`src/rtl/calc_ctrl_if.sv`:
```
// Signal bundle between the calculator sequencer and the board I/O, ALU and 7-segment driver.
// The sequencer takes the master side; the board/ALU environment takes the slave side.
interface calc_ctrl_if;
    logic [3:0]  sw;
    logic [1:0]  keys;
    logic [3:0]  arifs;
    logic [3:0]  alu_a;
    logic [3:0]  alu_b;
    logic [1:0]  alu_op;
    logic        alu_start;
    logic        alu_done;
    logic [10:0] alu_res;
    logic [2:0]  alu_c;
    logic [10:0] disp_data;
    logic [2:0]  disp_contr;
    logic        busy;

    modport master (
        input  sw, keys, arifs, alu_done, alu_res, alu_c,
        output alu_a, alu_b, alu_op, alu_start, disp_data, disp_contr, busy
    );

    modport slave (
        output sw, keys, arifs, alu_done, alu_res, alu_c,
        input  alu_a, alu_b, alu_op, alu_start, disp_data, disp_contr, busy
    );
endinterface

```
`src/rtl/calc_ctrl.sv`:
```
// Calculator sequencer: debounces keys and op buttons, collects A/op/B, kicks the ALU,
// waits for its result (with timeout) and drives the 7-segment data/control pair.
module calc_ctrl #(
    parameter int DEB_CNT = 50000,
    parameter int TO_CNT  = 1024
) (
    input  logic        Clk,
    input  logic        Rst,
    calc_ctrl_if.master io
);
    localparam int NIN   = 6;
    localparam int DEB_W = $clog2(DEB_CNT + 1);
    localparam int TO_W  = $clog2(TO_CNT + 1);

    typedef enum logic [2:0] {
        ST_GET_A  = 3'd0,
        ST_GET_OP = 3'd1,
        ST_GET_B  = 3'd2,
        ST_START  = 3'd3,
        ST_WAIT   = 3'd4,
        ST_SHOW   = 3'd5
    } state_t;

    logic [NIN-1:0]   raw;
    logic [NIN-1:0]   sync1_q;
    logic [NIN-1:0]   sync2_q;
    logic [NIN-1:0]   stable_q;
    logic [NIN-1:0]   stable_d;
    logic [NIN-1:0]   press_q;
    logic [NIN-1:0]   press_d;
    logic [DEB_W-1:0] deb_cnt_q [NIN];
    logic [DEB_W-1:0] deb_cnt_d [NIN];

    logic             enter_ev;
    logic             clear_ev;
    logic [3:0]       op_press;
    logic             op_ev;
    logic [1:0]       op_code;

    state_t           state_q;
    state_t           state_d;
    logic [3:0]       alu_a_q;
    logic [3:0]       alu_a_d;
    logic [3:0]       alu_b_q;
    logic [3:0]       alu_b_d;
    logic [1:0]       alu_op_q;
    logic [1:0]       alu_op_d;
    logic             alu_start_q;
    logic             alu_start_d;
    logic             busy_q;
    logic             busy_d;
    logic [10:0]      disp_data_q;
    logic [10:0]      disp_data_d;
    logic [2:0]       disp_contr_q;
    logic [2:0]       disp_contr_d;
    logic [TO_W-1:0]  to_cnt_q;
    logic [TO_W-1:0]  to_cnt_d;
    logic [TO_W-1:0]  to_next;

    // Bits [1:0] are enter/clear, bits [5:2] are add/sub/mul/div; all active-low.
    assign raw = {io.arifs, io.keys};

    // A synced level that disagrees with the stable level for DEB_CNT cycles in a row wins;
    // any agreeing sample in between restarts the count.
    always_comb begin
        stable_d = stable_q;
        press_d  = '0;
        for (int i = 0; i < NIN; i++) begin
            deb_cnt_d[i] = '0;
            if (sync2_q[i] != stable_q[i]) begin
                if (deb_cnt_q[i] == DEB_W'(DEB_CNT - 1)) begin
                    stable_d[i] = sync2_q[i];
                    press_d[i]  = ~sync2_q[i];
                end else begin
                    deb_cnt_d[i] = deb_cnt_q[i] + DEB_W'(1);
                end
            end
        end
    end

    always_ff @(posedge Clk or posedge Rst) begin
        if (Rst) begin
            sync1_q  <= '1;
            sync2_q  <= '1;
            stable_q <= '1;
            press_q  <= '0;
            for (int i = 0; i < NIN; i++) begin
                deb_cnt_q[i] <= '0;
            end
        end else begin
            sync1_q  <= raw;
            sync2_q  <= sync1_q;
            stable_q <= stable_d;
            press_q  <= press_d;
            for (int i = 0; i < NIN; i++) begin
                deb_cnt_q[i] <= deb_cnt_d[i];
            end
        end
    end

    assign enter_ev = press_q[0];
    assign clear_ev = press_q[1];
    assign op_press = press_q[5:2];
    assign op_ev    = $onehot(op_press);
    assign to_next  = to_cnt_q + TO_W'(1);

    always_comb begin
        op_code = 2'd0;
        for (int i = 0; i < 4; i++) begin
            if (op_press[i]) begin
                op_code = 2'(i);
            end
        end
    end

    always_comb begin
        state_d      = state_q;
        alu_a_d      = alu_a_q;
        alu_b_d      = alu_b_q;
        alu_op_d     = alu_op_q;
        disp_data_d  = disp_data_q;
        disp_contr_d = disp_contr_q;
        to_cnt_d     = to_cnt_q;

        // Clear overrides everything, including a result landing in the same cycle.
        if (clear_ev) begin
            state_d      = ST_GET_A;
            alu_a_d      = 4'd0;
            alu_b_d      = 4'd0;
            alu_op_d     = 2'd0;
            disp_data_d  = {7'b0, io.sw};
            disp_contr_d = 3'd0;
        end else begin
            case (state_q)
                ST_GET_A: begin
                    disp_data_d  = {7'b0, io.sw};
                    disp_contr_d = 3'd0;
                    if (enter_ev) begin
                        alu_a_d = io.sw;
                        state_d = ST_GET_OP;
                    end
                end
                ST_GET_OP: begin
                    disp_data_d  = {7'b0, alu_a_q};
                    disp_contr_d = 3'd0;
                    if (op_ev) begin
                        alu_op_d = op_code;
                        state_d  = ST_GET_B;
                    end
                end
                ST_GET_B: begin
                    disp_data_d  = {7'b0, io.sw};
                    disp_contr_d = 3'd0;
                    if (enter_ev) begin
                        alu_b_d = io.sw;
                        state_d = ST_START;
                    end
                end
                ST_START: begin
                    to_cnt_d = '0;
                    state_d  = ST_WAIT;
                end
                ST_WAIT: begin
                    if (io.alu_done) begin
                        disp_data_d  = io.alu_res;
                        disp_contr_d = io.alu_c;
                        state_d      = ST_SHOW;
                    end else if (to_next == TO_W'(TO_CNT - 1)) begin
                        disp_data_d  = 11'd0;
                        disp_contr_d = 3'd2;
                        state_d      = ST_SHOW;
                    end else begin
                        to_cnt_d = to_next;
                    end
                end
                ST_SHOW: begin
                    if (enter_ev) begin
                        state_d = ST_GET_A;
                    end
                end
                default: begin
                    state_d = ST_GET_A;
                end
            endcase
        end

        // Decoded from the next state so the registered outputs line up with the state register.
        alu_start_d = (state_d == ST_START);
        busy_d      = (state_d == ST_START) || (state_d == ST_WAIT);
    end

    always_ff @(posedge Clk or posedge Rst) begin
        if (Rst) begin
            state_q      <= ST_GET_A;
            alu_a_q      <= 4'd0;
            alu_b_q      <= 4'd0;
            alu_op_q     <= 2'd0;
            alu_start_q  <= 1'b0;
            busy_q       <= 1'b0;
            disp_data_q  <= 11'd0;
            disp_contr_q <= 3'd0;
            to_cnt_q     <= '0;
        end else begin
            state_q      <= state_d;
            alu_a_q      <= alu_a_d;
            alu_b_q      <= alu_b_d;
            alu_op_q     <= alu_op_d;
            alu_start_q  <= alu_start_d;
            busy_q       <= busy_d;
            disp_data_q  <= disp_data_d;
            disp_contr_q <= disp_contr_d;
            to_cnt_q     <= to_cnt_d;
        end
    end

    assign io.alu_a      = alu_a_q;
    assign io.alu_b      = alu_b_q;
    assign io.alu_op     = alu_op_q;
    assign io.alu_start  = alu_start_q;
    assign io.busy       = busy_q;
    assign io.disp_data  = disp_data_q;
    assign io.disp_contr = disp_contr_q;
endmodule
```
`src/flat_wrapper.sv`:
```
// flat-port wrapper written by rule: the top's interface ports become plain ports
module calc_ctrl_flat 
#(
    parameter int DEB_CNT = 50000,
    parameter int TO_CNT  = 1024
)
  (Clk, Rst, io_sw, io_keys, io_arifs, io_alu_done, io_alu_res, io_alu_c, io_alu_a, io_alu_b, io_alu_op, io_alu_start, io_disp_data, io_disp_contr, io_busy);
  calc_ctrl_if io_i ();
  input  logic Clk;
  input  logic Rst;
  input wire logic [$bits(io_i.sw)-1:0] io_sw;
  input wire logic [$bits(io_i.keys)-1:0] io_keys;
  input wire logic [$bits(io_i.arifs)-1:0] io_arifs;
  input wire logic [$bits(io_i.alu_done)-1:0] io_alu_done;
  input wire logic [$bits(io_i.alu_res)-1:0] io_alu_res;
  input wire logic [$bits(io_i.alu_c)-1:0] io_alu_c;
  output wire logic [$bits(io_i.alu_a)-1:0] io_alu_a;
  output wire logic [$bits(io_i.alu_b)-1:0] io_alu_b;
  output wire logic [$bits(io_i.alu_op)-1:0] io_alu_op;
  output wire logic [$bits(io_i.alu_start)-1:0] io_alu_start;
  output wire logic [$bits(io_i.disp_data)-1:0] io_disp_data;
  output wire logic [$bits(io_i.disp_contr)-1:0] io_disp_contr;
  output wire logic [$bits(io_i.busy)-1:0] io_busy;
  assign io_i.sw = io_sw;
  assign io_i.keys = io_keys;
  assign io_i.arifs = io_arifs;
  assign io_i.alu_done = io_alu_done;
  assign io_i.alu_res = io_alu_res;
  assign io_i.alu_c = io_alu_c;
  assign io_alu_a = io_i.alu_a;
  assign io_alu_b = io_i.alu_b;
  assign io_alu_op = io_i.alu_op;
  assign io_alu_start = io_i.alu_start;
  assign io_disp_data = io_i.disp_data;
  assign io_disp_contr = io_i.disp_contr;
  assign io_busy = io_i.busy;
  calc_ctrl #(.DEB_CNT(DEB_CNT), .TO_CNT(TO_CNT)) u_core (.Clk(Clk), .Rst(Rst), .io(io_i));
endmodule
```
`config.mk`:
```
export PLATFORM = sky130hd
export DESIGN_NAME = calc_ctrl_flat
export DESIGN_NICKNAME = d
export VERILOG_FILES = /design/src/rtl/calc_ctrl_if.sv /design/src/rtl/calc_ctrl.sv /design/src/flat_wrapper.sv
export SDC_FILE = /design/constraint.sdc
export NUM_CORES = 1
export LEC_CHECK = 0
export CAP_MARGIN = 20
export CORE_UTILIZATION = 38
export DETAILED_ROUTE_END_ITERATION = 6
export GPL_ROUTABILITY_DRIVEN = 0
export PLACE_DENSITY = 0.55
export SYNTH_ARGS = -nofsm -noshare
export SYNTH_HDL_FRONTEND = slang
export SYNTH_SLANG_ARGS = --single-unit
```
`constraint.sdc`:
```
create_clock -name Clk -period 6.26 [get_ports Clk]
set_input_delay 1.252 -clock Clk [delete_from_list [all_inputs] [get_ports Clk]]
set_output_delay 1.252 -clock Clk [all_outputs]
set_load 0.01 [all_outputs]
```
==> After elaboration in Yosys (flattened, before gate mapping) <==
Index checks and enable logic that the tools add are counted.
{ "totals": {"register_bits": 160, "in_bits": 27, "out_inout_bits": 26, "word_cells": 143} }
{ "op_classes": {"add_sub_neg": 10, "n_eq_ne": 24, "muxes": 54, "bitwise": 7, "reduce_logical": 24} }
{ "op_table": {"columns": ["operator", "n"], "rows": [
  ["two-way mux 16 bit", 12],
  ["adder 16 x 1 -> 16 bit (second input constant)", 6],
  ["== test 16 bit (second input constant)", 6],
  ["two-way mux 11 bit", 5],
  ["one-hot mux 11 bit (3 select lines)", 1],
  ["two-way mux 3 bit", 10],
  ["one-hot mux 11 bit (2 select lines)", 1],
  ["AND reduction 2 bit", 11],
  ["two-way mux 4 bit", 5],
  ["one-hot mux 3 bit (6 select lines)", 1],
  ["two-way mux 1 bit", 13],
  ["nonzero test 2 bit", 6],
  ["adder 11 x 1 -> 11 bit (second input constant)", 1],
  ["== test 11 x 10 -> 1 bit (second input constant)", 1],
  ["two-way mux 2 bit", 5],
  ["== test 3 x 2 -> 1 bit (second input constant)", 3],
  ["== test 3 bit (second input constant)", 3],
  ["inverter 1 bit", 7],
  ["== test 3 x 1 -> 1 bit (second input constant)", 2],
  ["!= test 1 bit", 6],
  ["one-hot mux 3 bit (2 select lines)", 1],
  ["adder 1 x 1 -> 2 bit", 2],
  ["!= test 2 bit (second input constant)", 2],
  ["!= test 4 x 2 -> 1 bit (second input constant)", 1],
  ["8 further kinds", 8]
]} }

==> Longest topological paths before layout <==
Gate-level depths: netlist of the first run.
{ "depth": {"depth_word": 8, "ltp_mapped": 10, "mapped_depth_nobuf": 10} }

==> Least setup slack after synthesis of the first run <==
No wires, ideal clock.
{ "synth_timing": {"kind": "input -> register", "from": "in io_alu_done", "to": "reg u_core.to_cnt_q[3]", "setup_time_ps": 87, "t_arrival_ps": 2323, "t_required_ps": 6173, "setup_slack_ps": 3850, "cell_stages": 5, "path_buffers": 0, "cell_sequence": "or2_4 -> a21oi_4 -> nand2_2 -> or4_1 -> o211ai_1"} }
{ "synth_between": {"elab_chain_cells": 2} }
{ "synth_lines": {"columns": ["item", "line", "source"], "rows": [
  ["from (decl)", "flat_wrapper.sv:14", "input wire logic [$bits(io_i.alu_done)-1:0] io_alu_done;"],
  ["!= test 2 bit (no source line)", null, null],
  ["AND reduction 4 bit (no source line)", null, null],
  ["to (signal assigned)", "calc_ctrl.sv:212", "to_cnt_q <= to_cnt_d;"],
  ["to (decl)", "calc_ctrl.sv:56", "logic [TO_W-1:0] to_cnt_q;"]
]} }
Every way passes these cells.
A chain may end at the register's enable or synchronous reset.

==> flow_summary.yaml, run 1 <==
grt:
  grt_pass1_wl_um: 26150
  grt_antenna_before_repair: 0
  global_route.usage.total: 0.1625
  largest_net_degree_at_the_start_of_global_routing: 104
  gr-total-overflow: 0
  grt_pass1_vias: 5463
cts:
  post_cts_buffers: 0
  cts.sinks: 160
  clk_pin_slew_worst_paths_ns: 0.07
  cts_tree: "built"
  insertion_delay_ns: 0.42
  clock_tree.root_cell: "clkbuf_16"
  cts.repair.resized: 0
  clock_tree.buffer_depth: 2
  htree_num_levels: 4
  cts_inserted_buffers: 17
  hold_buffers: 0
timing:
  clock.fmax_mhz: 372.0
  final_period_demand_of_the_worst_path_ns: 2.688
  worst_pin_slew_ns: 0.8842
  report.final.setup_viol: 0
  final-hold-violation-count: 0
  maxSlewViolCount: 0
  finalCritPeriodShare: 0.4294
  worst_slew_margin_rel: 0.4105
  worst_clock_skew_ns: 0.01541
  totalNegativeSetupSlack_ns: 0
  setup_repair_after_global_routing_missed_its_margin: "no"
floorplan:
  fp-row-count: 50
  die_width_um: 142.0
  core_area_um2: 18960
  floorplan_die_area_um2: 20170
  die_height_um: 142.0
  initial_utilization: 0.3929
  ios: 53
logic_synthesis:
  adder_cell_area_share_of_the_yosys_netlist: 0.02285
  xor_and_xnor_fraction_of_the_mapped_netlist_area: 0.09760
  leading_cell_types_by_count_after_synthesis: "dfrtp_1, nor2_1, nand2_1"
  syn_area_um2: 7448
  netlist.top_cell.by_area: "dfrtp_1"
  synth-simple-area-share: 0.2234
  yosysSeqAreaShare: 0.5406
  synth-async-reset-ratio: 1.000
  synth-edff-count: 0
  yosysWarningCount: 0
  synth_seq_cells: 160
  main_combinational_cell_family_by_area_after_synthesis: "simple AND/OR/NAND/NOR gates"
  synth.area.mux_share: 0.02117
  synth_cell_type_count: 50
  number_of_nets_in_the_synthesized_netlist: 782
  synth_top_flop_cell: "dfrtp_1"
  yosysMostFrequentCell: "dfrtp_1"
  syn_avg_cell_area_um2: 10.04
  synth-compound-area-share: 0.07072
  top_post_synthesis_cells_by_area: "dfrtp_1, nor2_1, dfstp_2"
  synth_top_area_share: 0.4771
  netlist_instances: 742
final_layout:
  finish.instance_area_um2: 8791
  seqCellArea_um2: 4026
  drive_above_1_share: 0.07692
  syn2layout_area_growth_pct: 18.02
  nFillCells: 1746
  finish.net_count: 833
  diodes_inserted: 0
  area_of_the_multi_input_gates_um2: 3246
placed_design:
  port_buffers: 52
  dp_hpwl_um: 10200
  placed_cell_area_um2: 8220
setup_path:
  cells_traversed_along_the_worst_timing_path: "clkdlybuf4s50_1, inv_6, buf_4"
  end_kind: "asynchronous set/reset pin"
  cp_slowest_cell: "buf_4"
  cp_max_fo: 103
  rrSetupSlack_ns: 3.73
  worst-setup-path-type: "input pin to asynchronous set/reset pin"
  worst_path_largest_cell_delay_ns: 0.71
  wp_data_arrival_ns: 3.16
  critPathLaunchType: "input pin"
  worst-endpoint-required_ns: 6.73
drt:
  drt-pass1-iter-count: 6
  via_count: 5424
  vias_per_cell: 5.088
  postRouteWirelength_um: 14900
  wl_per_cell_um: 13.98
  route.antenna.remaining_nets: 0
  drc_errors: 0
  drt-initial-drc-count: 296
hold_path:
  timing.hold.worst.class: "flop to flop"
flow_run:
  maxCapViolations: 0
outcome:
  status: "finished, final reports clean"
power_and_ir_drop:
  power.static_leakage_nw: 3.799
  power-per-cell-area_nw_per_um2: 241.7
  report.power.total_w: 0.002124
  irDropWorstVdd_v: 0.0001695
==> kinds of logic (layout without fill, tap and decap cells) <==
| family | Yosys count | in the layout |
|---|---|---|
| adders and majority gates | 13 | 13 |
| buffers and inverters | 44 | 108 |
| muxes | 15 | 15 |
| DFF | 160 | 160 |
| and+or+nand+nor | 346 | 346 |
| AOI/OAI and AO/OA | 81 | 81 |
| xor gates and xnor gates | 83 | 83 |
==> state kept, by name (all words and copies together) (netlist names), 2 cells and up <==
register,count
u_core.io.alu_a,4
u_core.to_cnt_q,11
u_core.io.alu_op,2
u_core.io.alu_b,4
u_core.stable_q,6
u_core.io.disp_contr,3
u_core.sync1_q,6
u_core.sync2_q,6
u_core.deb_cnt_q,96
u_core.press_q,6
u_core.io.disp_data,11
u_core.state_q,3
==> worst max-delay path: cells and delay by family <==
| family | cells | cell delay (ns) |
|---|---|---|
| buf+inv | 3 | 1.84 |
==> final cells by class <==
cell class	instances	share of cell area
clock buffer	19	0.05038
clock inverter	13	0.01452
inverter	22	0.009963
multi-input combinational	538	0.3692
sequential	160	0.4580
tap	260	0.03701
timing repair buffer	54	0.06092
==> layout by cell type (no fill, tap or decap), drive strengths merged, types with 3 or more instances in the layout <==
cell type	count
a21oi	20
a221oi	5
a222oi	4
a22oi	9
and2	3
and3	31
and4	3
clkbuf	19
clkdlybuf4s50	52
clkinv	7
dfrtp	142
dfstp	18
ha	12
inv	27
mux2	6
mux2i	9
nand2	57
nand3	35
nand3b	3
nand4	27
nand4b	3
nor2	132
nor2b	7
nor3	17
nor3b	6
nor4	5
o21ai	26
o31ai	4
or2	3
or3	9
xnor2	30
xor2	53
==> power breakdown <==
group          leakage [nW]  internal (W)  total (W)  switching, W
Combinational          1.37     0.0000251  0.0000650     0.0000399
Sequential             2.14       0.00105    0.00106     0.0000103
Clock                 0.283      0.000566   0.000998      0.000432
Total                  3.80       0.00164    0.00212      0.000483
==> layer usage <==
| layer | up-vias | track usage | wire length, um |
|---|---|---|---|
| li1 | 2657 | - | - |
| met2 | 94 | 0.2575 | 6930 |
| met4 | 0 | 0.05829 | 159 |
| met5 | - | 0 | 0 |
| met1 | 2656 | 0.2173 | 7231 |
| met3 | 17 | 0.03802 | 579 |
==> worst paths after layout <==
kind / startpoint / end / cells after the start
worst max-delay path: Rst / u_core.deb_cnt_q[68] / 3
max in group Clk: u_core.io.alu_a[3] / io_alu_a[3] / 1
min in group asynchronous: Rst / u_core.deb_cnt_q[19] / 2
worst min register to register: u_core.sync1_q[2] / u_core.sync2_q[2] / 0
worst min-delay path: u_core.sync1_q[2] / u_core.sync2_q[2] / 0
worst max register to register: u_core.state_q[2] / u_core.to_cnt_q[3] / 6
==> through the flow <==
step	util	cells	worst slack (ns)	hold slack, ns
after floorplan	-	742	0.7179	0.3452
after global placement	0.4337	1034	3.054	0.3460
after detailed placement	0.4337	1034	3.021	0.3475
after CTS	0.4638	1066	3.472	0.3575
after global routing	0.4638	1066	3.278	0.3612
final	0.4638	1066	3.572	0.3561
(Power assumes the default switching activity.)
==> run 2, diff against run 1 <==
--- a/config.mk
+++ b/config.mk
@@ -9,7 +9,7 @@
 export CORE_UTILIZATION = 38
 export DETAILED_ROUTE_END_ITERATION = 6
 export GPL_ROUTABILITY_DRIVEN = 0
-export PLACE_DENSITY = 0.55
+export PLACE_DENSITY = 0.57
 export SYNTH_ARGS = -nofsm -noshare
 export SYNTH_HDL_FRONTEND = slang
 export SYNTH_SLANG_ARGS = --single-unit
==> constraint.sdc (replaced) <==
create_clock -name Clk -period 2.4 [get_ports Clk]
set_input_delay 0.48 -clock Clk [delete_from_list [all_inputs] [get_ports Clk]]
set_output_delay 0.48 -clock Clk [all_outputs]
set_load 0.01 [all_outputs]
==> run 2 against run 1 <==
  * Count of clock-buffer cells in the layout increased by 3
  * Cell area up 1.3%
  * Wire length is 4.4% higher
  * Clock power rose to 2.5 times the previous value
  * Highest routed layer unchanged
==> flow_summary.yaml, run 2 (synthesized netlist as in run 1, its figures left out) <==
final_layout:
  regMostFlops: "u_core.deb_cnt_q"
  diodes_inserted: 0
  largest_register_ff_count: 96
  most-common-layout-cells: "dfrtp_1, nor2_1, nand2_1, xor2_1, clkdlybuf4s50_1"
  layout_commonest_cell: "dfrtp_1"
  drive_above_1_share: 0.09559
  final_cell_count_no_fill: 1076
  fin_util: 0.4699
  syn2layout_area_growth_pct: 19.59
  finish.net_count: 843
  finish.instance_area_um2: 8907
hold_path:
  holdPathEnd: "u_core.sync2_q[3]"
  min_delay_path_depth: 0
  timing.hold.worst.class: "flop to flop"
  holdCritStartpoint: "u_core.sync1_q[3]"
setup_path:
  end_kind: "flop"
  cells_traversed_along_the_worst_timing_path: "inv_1, ha_1, ha_2, fa_1, nor2_1, nand4b_1, a211oi_2, nor2b_2, nand2b_1"
  rrSetupSlack_ns: 0.10
  cp_max_fo: 3
  worst-endpoint-required_ns: 2.75
  regToRegStartpoint: "u_core.press_q[5]"
  reg2reg_depth: 9
  wp_data_arrival_ns: 2.65
  worst_path_largest_cell_delay_ns: 0.44
  cp_slowest_cell: "fa_1"
  timing.rr.end: "u_core.io.busy"
  worst-setup-path-type: "flop to flop"
  critPathLaunchType: "flop"
grt:
  largest_net_degree_at_the_start_of_global_routing: 79
  grt_pass1_wl_um: 27010
  global_route.usage.total: 0.1684
  grt_pass1_vias: 5526
  grt_antenna_before_repair: 0
  gr-total-overflow: 0
drt:
  route.antenna.remaining_nets: 0
  postRouteWirelength_um: 15550
  drc_errors: 0
  wl_per_cell_um: 14.46
  drt-pass1-iter-count: 5
  drt-initial-drc-count: 297
  vias_per_cell: 5.144
  via_count: 5535
timing:
  crit_path_setup_slack_layout_ns: 0.1003
  report.final.setup_viol: 0
  final_period_demand_of_the_worst_path_ns: 2.300
  worst_slew_margin_rel: 0.6477
  worst_pin_slew_ns: 0.5272
  clock.fmax_mhz: 434.8
  finalCritPeriodShare: 0.9582
  maxSlewViolCount: 0
  final-hold-violation-count: 0
  worst_clock_skew_ns: 0.01144
floorplan:
  core_area_um2: 18960
  die_height_um: 142.0
  initial_utilization: 0.3929
  fp-row-count: 50
  die_width_um: 142.0
  ios: 53
  floorplan_die_area_um2: 20170
cts:
  cts_tree: "built"
  clock_tree.buffer_depth: 2
  clock_tree.root_cell: "clkbuf_16"
  cts.sinks: 160
  clk_pin_slew_worst_paths_ns: 0.06
  insertion_delay_ns: 0.42
  cts_inserted_buffers: 17
  htree_num_levels: 4
placed_design:
  place_ws_ns: 0.02082
  dp_hpwl_um: 10930
  port_buffers: 52
  placed_cells_incl_taps: 1043
  placed_cell_area_um2: 8312
power_and_ir_drop:
  report.power.total_w: 0.005469
  power-per-cell-area_nw_per_um2: 614.0
  power.static_leakage_nw: 3.852
  irDropWorstVdd_v: 0.0004910
outcome:
  status: "finished, final reports clean"
flow_run:
  maxCapViolations: 0
-- run 2: cell types whose count changed in the layout (fill, tap and decap cells not counted), sizes merged --
cell and delta:
buf +10, inv -5, clkbuf +3, clkinvlp +2
-- run 2: final cells by class --
| cell class | instances | area (um2) |
|---|---|---|
| fillers | 1752 | 10050 |
| flip-flops and latches | 160 | 4026 |
| multi-input cells | 538 | 3281 |
| repair buffers | 64 | 635.6 |
| clock buffers | 22 | 464.2 |
| well taps | 260 | 325.3 |
| clock inverters | 10 | 88.84 |
| inverters | 22 | 86.33 |
-- run 2: how the worst max path moves through the flow --
stage                       startpoint                     end
global route         u_core.press_q[5]          u_core.io.busy
floorplan                          Rst     u_core.deb_cnt_q[0]
finish               u_core.press_q[5]          u_core.io.busy
CTS                 u_core.to_cnt_q[0]  u_core.io.disp_data[9]
detailed placement  u_core.to_cnt_q[1]  u_core.io.disp_data[1]
global placement    u_core.to_cnt_q[0]  u_core.io.disp_data[7]
-- run 2: repair_timing --
item,CTS,global route
resized for setup,0,9
hold buffers,0,0
setup endpoints to repair,0,16
buffers inserted,0,1
-- run 2: critical path: cells and delay by family (launching register included) --
kind | cells | cell delay (ns)
adder cells (fa/ha/maj) | 3 | 0.93
flip-flops | 1 | 0.36
buffers and inverters | 1 | 0.05
AND/OR/NAND/NOR | 4 | 0.64
AO/OA/AOI/OAI | 1 | 0.24
-- run 2: per-layer routing --
layer	part of all wire	vias up	global-route usage
met2	0.49	113	0.2724
met5	0	-	0
met4	0.012	0	0.04697
met1	0.46	2720	0.2239
met3	0.044	18	0.04240
li1	-	2684	-
-- run 2: where the power goes --
part / internal (W) / leakage [nW] / switching, W
registers: 0.00274 / 2.14 / 0.0000278
logic: 0.0000720 / 1.44 / 0.000109
clock network: 0.00148 / 0.274 / 0.00104
total: 0.00429 / 3.85 / 0.00118
-- run 2: per-stage QoR --
stage / hold slack (ns) / setup TNS (ns)
finish: 0.3546 / 0
global route: 0.3607 / -0.05148
CTS: 0.3493 / 0
detailed placement: 0.3470 / 0
global placement: 0.3461 / 0
floorplan: 0.3452 / -13.37
